===== config.mk =====
export PLATFORM = sky130hd
export DESIGN_NAME = tlb_op_sequencer_flat
export DESIGN_NICKNAME = d
export VERILOG_FILES = /design/src/rtl/tlb_op_sequencer_if.sv /design/src/rtl/tlb_op_sequencer.sv /design/src/flat_wrapper.sv
export SDC_FILE = /design/constraint.sdc
export NUM_CORES = 1
export LEC_CHECK = 0
export CORE_AREA = 2 2 145 147
export CTS_BUF_LIST = sky130_fd_sc_hd__clkbuf_4 sky130_fd_sc_hd__clkbuf_8 sky130_fd_sc_hd__clkbuf_16
export CTS_CLUSTER_DIAMETER = 120
export DETAILED_ROUTE_END_ITERATION = 6
export DIE_AREA = 0 0 147 149
export HOLD_SLACK_MARGIN = 0.06
export PLACE_DENSITY = 0.82
export RECOVER_POWER = 25
export SYNTH_ARGS = -nofsm -noshare
export SYNTH_HDL_FRONTEND = slang
export SYNTH_SLANG_ARGS = --single-unit

===== constraint.sdc =====
create_clock -name clk -period 3.34 [get_ports clk]
set_input_delay 0.668 -clock clk [delete_from_list [all_inputs] [get_ports clk]]
set_output_delay 0.668 -clock clk [all_outputs]
set_load 0.1 [all_outputs]

===== src/rtl/tlb_op_sequencer_if.sv =====
// Request/response bus between the CP0/exception stage (master) and the TLB op sequencer (slave).
interface tlb_op_sequencer_if #(
  parameter int IDX_W   = 4,
  parameter int ENTRY_W = 78
);
  logic               op_valid;
  logic               op_ready;
  logic [1:0]         op_code;
  logic               done;
  logic [26:0]        cp0_entryhi;
  logic [IDX_W-1:0]   cp0_index;
  logic [ENTRY_W-1:0] cp0_entry;
  logic               probe_miss;
  logic [IDX_W-1:0]   probe_index;
  logic [ENTRY_W-1:0] rd_entry;

  modport master (
    output op_valid, op_code, cp0_entryhi, cp0_index, cp0_entry,
    input  op_ready, done, probe_miss, probe_index, rd_entry
  );

  modport slave (
    input  op_valid, op_code, cp0_entryhi, cp0_index, cp0_entry,
    output op_ready, done, probe_miss, probe_index, rd_entry
  );
endinterface


===== src/rtl/tlb_op_sequencer.sv =====
// Executes TLBP/TLBR/TLBWI/TLBWR against a single-port TLB array and owns the CP0 Random/Wired pair.
// Optional macro TLBP_EARLY_EXIT_EN: TLBP stops scanning at the first matching entry.
module tlb_op_sequencer #(
  parameter int TLB_ENTRIES = 16,
  parameter int IDX_W       = $clog2(TLB_ENTRIES),
  parameter int ENTRY_W     = 78
) (
  input  logic               clk,
  input  logic               resetn,
  tlb_op_sequencer_if.slave  op_if,
  input  logic               wired_we,
  input  logic [IDX_W-1:0]   wired_wdata,
  output logic [IDX_W-1:0]   random_out,
  output logic [IDX_W-1:0]   tlb_idx,
  output logic               tlb_re,
  input  logic [ENTRY_W-1:0] tlb_rdata,
  output logic               tlb_we,
  output logic [ENTRY_W-1:0] tlb_wdata
);
  localparam logic [1:0] OP_TLBP  = 2'b00;
  localparam logic [1:0] OP_TLBR  = 2'b01;
  localparam logic [1:0] OP_TLBWR = 2'b11;
  localparam int CNT_W = IDX_W + 1;
  localparam logic [IDX_W-1:0] IDX_MAX = IDX_W'(TLB_ENTRIES - 1);
  localparam logic [CNT_W-1:0] CNT_END = CNT_W'(TLB_ENTRIES);

  typedef enum logic [2:0] {IDLE, RD_WAIT, PROBE, WRITE, DONE} state_t;

  state_t             state, state_nxt;
  logic [1:0]         op_q;
  logic [26:0]        entryhi_q;
  logic [IDX_W-1:0]   index_q, random_q;
  logic [ENTRY_W-1:0] entry_q;
  logic [IDX_W-1:0]   random_r, wired_r;
  logic [CNT_W-1:0]   scan_cnt;
  logic               cmp_valid;
  logic [IDX_W-1:0]   cmp_idx;
  logic               found;
  logic [IDX_W-1:0]   found_idx;
  logic               probe_miss_r;
  logic [IDX_W-1:0]   probe_index_r;
  logic [ENTRY_W-1:0] rd_entry_r;
  logic               accept, hit_now, probe_stop, random_adv;

  assign accept = (state == IDLE) && op_if.op_valid;

  // Entry read last cycle is compared now: vpn2 must match, and asid too unless the entry is global.
  assign hit_now = cmp_valid
                && (tlb_rdata[ENTRY_W-1 -: 19] == entryhi_q[26:8])
                && (tlb_rdata[ENTRY_W-28] || (tlb_rdata[ENTRY_W-20 -: 8] == entryhi_q[7:0]));

`ifdef TLBP_EARLY_EXIT_EN
  assign probe_stop = (scan_cnt == CNT_END) || hit_now;
`else
  assign probe_stop = (scan_cnt == CNT_END);
`endif

  always_ff @(posedge clk or negedge resetn) begin
    if (!resetn) state <= IDLE;
    else         state <= state_nxt;
  end

  always_comb begin
    state_nxt      = state;
    op_if.op_ready = 1'b0;
    op_if.done     = 1'b0;
    tlb_re         = 1'b0;
    tlb_we         = 1'b0;
    tlb_idx        = '0;
    tlb_wdata      = entry_q;
    case (state)
      IDLE: begin
        op_if.op_ready = 1'b1;
        if (op_if.op_valid) begin
          case (op_if.op_code)
            OP_TLBP: state_nxt = PROBE;
            OP_TLBR: begin
              tlb_re    = 1'b1;
              tlb_idx   = op_if.cp0_index;
              state_nxt = RD_WAIT;
            end
            default: state_nxt = WRITE;
          endcase
        end
      end
      RD_WAIT: state_nxt = DONE;
      PROBE: begin
        if (probe_stop) begin
          state_nxt = DONE;
        end else begin
          tlb_re  = 1'b1;
          tlb_idx = scan_cnt[IDX_W-1:0];
        end
      end
      WRITE: begin
        tlb_we    = 1'b1;
        tlb_idx   = (op_q == OP_TLBWR) ? random_q : index_q;
        state_nxt = DONE;
      end
      DONE: begin
        op_if.done = 1'b1;
        state_nxt  = IDLE;
      end
      default: state_nxt = IDLE;
    endcase
  end

  always_ff @(posedge clk or negedge resetn) begin
    if (!resetn) begin
      op_q          <= '0;
      entryhi_q     <= '0;
      index_q       <= '0;
      random_q      <= '0;
      entry_q       <= '0;
      scan_cnt      <= '0;
      cmp_valid     <= 1'b0;
      cmp_idx       <= '0;
      found         <= 1'b0;
      found_idx     <= '0;
      probe_miss_r  <= 1'b0;
      probe_index_r <= '0;
      rd_entry_r    <= '0;
    end else begin
      cmp_valid <= (state == PROBE) && tlb_re;
      cmp_idx   <= tlb_idx;
      if (accept) begin
        op_q      <= op_if.op_code;
        entryhi_q <= op_if.cp0_entryhi;
        index_q   <= op_if.cp0_index;
        entry_q   <= op_if.cp0_entry;
        random_q  <= random_r;
        scan_cnt  <= '0;
        found     <= 1'b0;
      end
      // Only the first hit is kept so the lowest matching index wins.
      if (state == PROBE) begin
        if (!probe_stop) scan_cnt <= scan_cnt + 1'b1;
        if (hit_now && !found) begin
          found     <= 1'b1;
          found_idx <= cmp_idx;
        end
        if (probe_stop) begin
          if (found || hit_now) begin
            probe_miss_r  <= 1'b0;
            probe_index_r <= found ? found_idx : cmp_idx;
          end else begin
            probe_miss_r  <= 1'b1;
          end
        end
      end
      if (state == RD_WAIT) rd_entry_r <= tlb_rdata;
    end
  end

  // Random counts down toward Wired and wraps to the top; with Wired at the top it simply holds there.
  assign random_adv = !((state == WRITE) && (op_q == OP_TLBWR));

  always_ff @(posedge clk or negedge resetn) begin
    if (!resetn) begin
      random_r <= IDX_MAX;
      wired_r  <= '0;
    end else if (wired_we) begin
      wired_r  <= wired_wdata;
      random_r <= IDX_MAX;
    end else if (random_adv) begin
      if (random_r <= wired_r) random_r <= IDX_MAX;
      else                     random_r <= random_r - 1'b1;
    end
  end

  assign random_out        = random_r;
  assign op_if.probe_miss  = probe_miss_r;
  assign op_if.probe_index = probe_index_r;
  assign op_if.rd_entry    = rd_entry_r;

endmodule

===== src/flat_wrapper.sv =====
// flat-port wrapper written by rule: the top's interface ports become plain ports
module tlb_op_sequencer_flat 
#(
  parameter int TLB_ENTRIES = 16,
  parameter int IDX_W       = $clog2(TLB_ENTRIES),
  parameter int ENTRY_W     = 78
)
  (clk, resetn, wired_we, wired_wdata, random_out, tlb_idx, tlb_re, tlb_rdata, tlb_we, tlb_wdata, op_if_op_valid, op_if_op_code, op_if_cp0_entryhi, op_if_cp0_index, op_if_cp0_entry, op_if_op_ready, op_if_done, op_if_probe_miss, op_if_probe_index, op_if_rd_entry);
  tlb_op_sequencer_if #(.IDX_W(IDX_W), .ENTRY_W(ENTRY_W)) op_if_i ();
  input  logic clk;
  input  logic resetn;
  input  logic wired_we;
  input  logic [IDX_W-1:0] wired_wdata;
  output logic [IDX_W-1:0] random_out;
  output logic [IDX_W-1:0] tlb_idx;
  output logic tlb_re;
  input  logic [ENTRY_W-1:0] tlb_rdata;
  output logic tlb_we;
  output logic [ENTRY_W-1:0] tlb_wdata;
  input wire logic [$bits(op_if_i.op_valid)-1:0] op_if_op_valid;
  input wire logic [$bits(op_if_i.op_code)-1:0] op_if_op_code;
  input wire logic [$bits(op_if_i.cp0_entryhi)-1:0] op_if_cp0_entryhi;
  input wire logic [$bits(op_if_i.cp0_index)-1:0] op_if_cp0_index;
  input wire logic [$bits(op_if_i.cp0_entry)-1:0] op_if_cp0_entry;
  output wire logic [$bits(op_if_i.op_ready)-1:0] op_if_op_ready;
  output wire logic [$bits(op_if_i.done)-1:0] op_if_done;
  output wire logic [$bits(op_if_i.probe_miss)-1:0] op_if_probe_miss;
  output wire logic [$bits(op_if_i.probe_index)-1:0] op_if_probe_index;
  output wire logic [$bits(op_if_i.rd_entry)-1:0] op_if_rd_entry;
  assign op_if_i.op_valid = op_if_op_valid;
  assign op_if_i.op_code = op_if_op_code;
  assign op_if_i.cp0_entryhi = op_if_cp0_entryhi;
  assign op_if_i.cp0_index = op_if_cp0_index;
  assign op_if_i.cp0_entry = op_if_cp0_entry;
  assign op_if_op_ready = op_if_i.op_ready;
  assign op_if_done = op_if_i.done;
  assign op_if_probe_miss = op_if_i.probe_miss;
  assign op_if_probe_index = op_if_i.probe_index;
  assign op_if_rd_entry = op_if_i.rd_entry;
  tlb_op_sequencer #(.TLB_ENTRIES(TLB_ENTRIES), .IDX_W(IDX_W), .ENTRY_W(ENTRY_W)) u_core (.clk(clk), .resetn(resetn), .op_if(op_if_i), .wired_we(wired_we), .wired_wdata(wired_wdata), .random_out(random_out), .tlb_idx(tlb_idx), .tlb_re(tlb_re), .tlb_rdata(tlb_rdata), .tlb_we(tlb_we), .tlb_wdata(tlb_wdata));
endmodule

Word level (Yosys, flattened, before mapping). Cells that the tools add are included.

Word-level logic and storage cells: 74. Input port bits: 197. Bits in registers: 224. Output and inout bits: 173.

Order comparisons: 1. Equality and inequality tests: 12. Mux-type cells: 27. Reduce and logical (&&, ||, !) cells: 16. Add/sub/neg operators: 2.

Operators by type and width (number): two-way mux 4 bit (8); equality test 19 bit (1); two-way mux 5 bit (3); one-hot mux 4 bit (3 select lines) (1); two-way mux 1 bit (10); one-hot mux 3 bit (3 select lines) (1); equality test 8 bit (1); equality test 3 x 2 -> 1 bit (second input constant) (2); logical AND 1 bit (6); two-way mux 3 bit (2); AND reduction 2 bit (3); adder 5 x 1 -> 5 bit (second input constant) (1); equality test 5 bit (second input constant) (1); less-or-equal comparator 4 bit (1); inequality test 2 bit (second input constant) (2); one-hot mux 2 bit (2 select lines) (1); subtractor 4 x 1 -> 4 bit (second input constant) (1); equality test 3 x 1 -> 1 bit (second input constant) (1); equality test 3 bit (second input constant) (1); zero test 3 bit (1); AND reduction 3 bit (1); equality test 2 x 1 -> 1 bit (second input constant) (1); equality test 2 bit (second input constant) (1); zero test 2 bit (1); 5 further kinds (6).

Longest topological paths before layout.
Depth in word-level cells: 6. Gate-level depth with buffers: 9. Depth with buffers taken out: 9.

Least setup slack after synthesis. No wires, ideal clock.

Kind: register to output. Start: reg u_core.state[1]. End: out tlb_idx[2]. Path buffers: 1. Setup slack: -1287 ps. Stages on the path, launching flop included: 5. Data required time: 2672 ps. Data arrival time: 3959 ps. Path through: dfrtp_1 > clkbuf_2 > nor3_1 > and3_1 > a221o_1.

Cells in the longest elaborated chain, start to end: 2. Elaborated cells between the ends (all ways): 4. Classes of those cells: eq/ne: 2; mux: 1; reduce/logical: 1.

RTL lines: start: declaration (line tlb_op_sequencer.sv:29) `state_t state, state_nxt;`; start signal: assignment (line tlb_op_sequencer.sv:60) `else state <= state_nxt;`; equality test 3 x 2 -> 1 bit / zero test 3 bit (equally long branches) (line tlb_op_sequencer.sv:71) `case (state)`; one-hot mux 4 bit (3 select lines) * (line tlb_op_sequencer.sv:71); end: declaration (line flat_wrapper.sv:15) `output logic [IDX_W-1:0] tlb_idx;`.

Mark *: on every way between the ends. The rest lies on a longest branch, timed or not.

Worst setup path after layout.
Start: reg u_core.scan_cnt[1]. End: out tlb_idx[0].

Cells in the longest elaborated chain, start to end: 3.

RTL lines: start: declaration (line tlb_op_sequencer.sv:35) `logic [CNT_W-1:0] scan_cnt;`; start signal: assignment (line tlb_op_sequencer.sv:137) `if (!probe_stop) scan_cnt <= scan_cnt + 1'b1;`; equality test 5 bit (line tlb_op_sequencer.sv:55) `assign probe_stop = (scan_cnt == CNT_END);`; two-way mux 4 bit (line tlb_op_sequencer.sv:88) `if (probe_stop) begin`; one-hot mux 4 bit (3 select lines) (line tlb_op_sequencer.sv:71).

No other way between the ends.

==> flow_summary.ini <==
[status]
outcome = finished with violations
violations = capacitance limit, slew limit

[global_routing]
grt_max_degree = 91
grt_pass1_wl_mm = 38.1
antenna_found_initial = 0
grt_pass1_vias = 7365
globalRouteTotalUtil = 0.217
overflow = 0

[setup_path]
critical_path.endpoint = tlb_idx[0]
r2r-start = u_core.entryhi_q[9]
slowest_delay_ps = 400
crit_fanout = 7
path_class = reg -> out
end_kind = output pin
cp.required_ps = 2670
r2r.worst_path.cells = 6
ff2ff_setup_slack_ps = 1110
cp_top_family = simple AND/OR/NAND/NOR gates
path_cells = inv_1, ha_1, nand2_1, nor3_1, nand2b_1, o221ai_1, buf_12
cpMaxStageDelayCell = dfrtp_1
crit_path_start = u_core.scan_cnt[1]
cp-start-kind = flip-flop
worstSetupPathDepth = 7
timing.rr.end = u_core.found_idx[3]
path_buf_inv = 2
arrival_ps = 2330

[synth]
synth_cell_types = 37
synth-edff-count = 0
syn_nets = 1037
yosys_warnings = 0
synth_area_leaders = dfrtp_1 61%, nand2_1 15%, mux2_2 11%
yosysSeqAreaShare = 0.624
synth-async-reset-ratio = 1.00
synth_top_cell_area_share = 0.613
postSynthCellCount = 833
yosysTopAreaCell = dfrtp_1
ys_seq_elements = 224
ys_dominant_reg_cell = dfrtp_1
netlist_area_um2 = 8990
syn_area_per_cell_um2 = 10.8

[layout]
final_cell_mix = 355 x nand2_1, 220 x dfrtp_1, 208 x clkdlybuf4s50_1
fillers = 1597
layout.cells.most_common = nand2_1
regArea_um2 = 5610
multi_input_area_um2 = 3210
nets = 1400
area_growth_pct = 49.4
n_antenna_cell = 0
drive_above_1_share = 0.260

[timing]
drv_slew = 91
fin_worst_skew_ps = 16.1
min_period_over_period = 0.897
setup_tns_ps = 0
worst_pin_slew_ps = 2150
max_freq_mhz = 334
fin_crit_ps = 3000
relSlewSlack = -0.434
setup_viol = 0
hold_violations = 0
rsz0062_at_grt = false

[cts]
cts_made_buffers = 23
clock_sinks = 224
insertion_delay_ps = 510
cts_tree = yes
cts_htree_levels = 1
clk_path_buf_depth = 3
path_clk_slew_ps = 60
ctsHoldBuffers = 0
root_buffer = clkbuf_16
cts_resized = 0
post_cts_buffers = 0

[detailed_routing]
drc = 0
drtIter0Drc = 242
routed_wl_mm = 24.4
drt_pre_antenna_iters = 4
postRouteAntennaNets = 0
vias_per_cell = 4.81
via_count = 7159
wl_per_cell_um = 16.4

[die]
dieHeight_um = 149
coreArea_um2 = 20600
rows = 53
die_x_um = 147
io_pins = 370
dieArea_um2 = 21900
start_util = 0.437

[worst_hold_path]
hold_class = reg -> reg

[place]
io_buffers = 369
finalWeightedCongestion = 0.828
hpwl_mm = 17.9

[flow_run]
max-cap-violations = 1
-- Yosys cell counts, drive strengths merged, types with 2 or more instances --
master and instances:
o21ai 12, and2 3, mux2i 2, a21oi 7, o221ai 2, nand4 3, nand2 356, clkbuf 29
nor2 10, nand2b 2, mux2 91, nor3 5, and3 2, dfrtp 220, buf 10, o21a 2
nand3 7, nor4 6, nor3b 2, inv 10, a221o 2, o31ai 2, or3 2, dfstp 4
nor2b 2, xor2 27, ha 7
-- worst min-delay path: cells and delay by family, from the launching register on --
kind | cells | cell delay (ps)
and+or+nand+nor | 2 | 100
DFF | 1 | 340
-- worst min-delay path by stage --
stage                               from                        to  slack [ps]  cells past startpoint
CTS                               resetn  u_core.op_if.rd_entry[1]         190                      1
finish              u_core.tlb_wdata[63]      u_core.tlb_wdata[63]         470                      2
global placement       u_core.index_q[1]         u_core.index_q[1]         460                      2
global route        u_core.tlb_wdata[54]      u_core.tlb_wdata[54]         500                      2
floorplan                         resetn         u_core.cmp_idx[0]         370                      0
detailed placement     u_core.index_q[3]         u_core.index_q[3]         460                      2
-- final cells by class --
cell class	instances	area share
Sequential cell	224	0.418
Clock inverter	9	0.00764
Inverter	10	0.00280
Multi-Input combinational cell	560	0.239
Tap cell	275	0.0256
Clock buffer	33	0.0513
Timing Repair Buffer	377	0.256
-- state kept, by name, indices dropped and copies added (netlist names) --
name	flops
u_core.op_if.probe_index	4
u_core.state	3
u_core.index_q	4
u_core.found_idx	4
u_core.op_q	2
u_core.found	1
u_core.op_if.probe_miss	1
u_core.random_q	4
u_core.entryhi_q	27
u_core.tlb_wdata	78
u_core.cmp_valid	1
u_core.wired_r	4
u_core.cmp_idx	4
u_core.random_out	4
u_core.op_if.rd_entry	78
u_core.scan_cnt	5
-- cells by family (layout without fill, tap and decap cells) --
kind of cell / count (synthesis) / count (layout) / share of synthesized area
adders and majority gates: 7 / 7 / 0.00975
buffers and inverters: 49 / 429 / 0.0220
muxes: 93 / 93 / 0.116
AOI/OAI and AO/OA: 31 / 31 / 0.0220
xor gates and xnor gates: 28 / 28 / 0.0273
and+or+nand+nor: 401 / 401 / 0.178
DFF: 224 / 224 / 0.624
-- through the flow --
step | instance area, um2 | util | std cells | setup WS (ps) | hold slack (ps)
floorplan | 9000 | - | 833 | 46.0 | 372
global placement | 12700 | 0.617 | 1446 | 366 | 458
detailed placement | 12700 | 0.617 | 1446 | 363 | 462
CTS | 13500 | 0.656 | 1488 | 320 | 186
global route | 13400 | 0.653 | 1488 | 138 | 498
finish | 13400 | 0.653 | 1488 | 343 | 473
-- metal layers --
metal  vias to the layer above  global-route usage  part of all wire
li1                       3413                   -                 -
met1                      3439               0.260              0.39
met2                       276               0.396              0.51
met3                        31              0.0538             0.076
met4                         0              0.0548             0.017
met5                         -                   0                 0
Power is left out: the tool's default activity adds up to more than one toggle a clock period on the data nets, which glitch-free logic cannot reach.
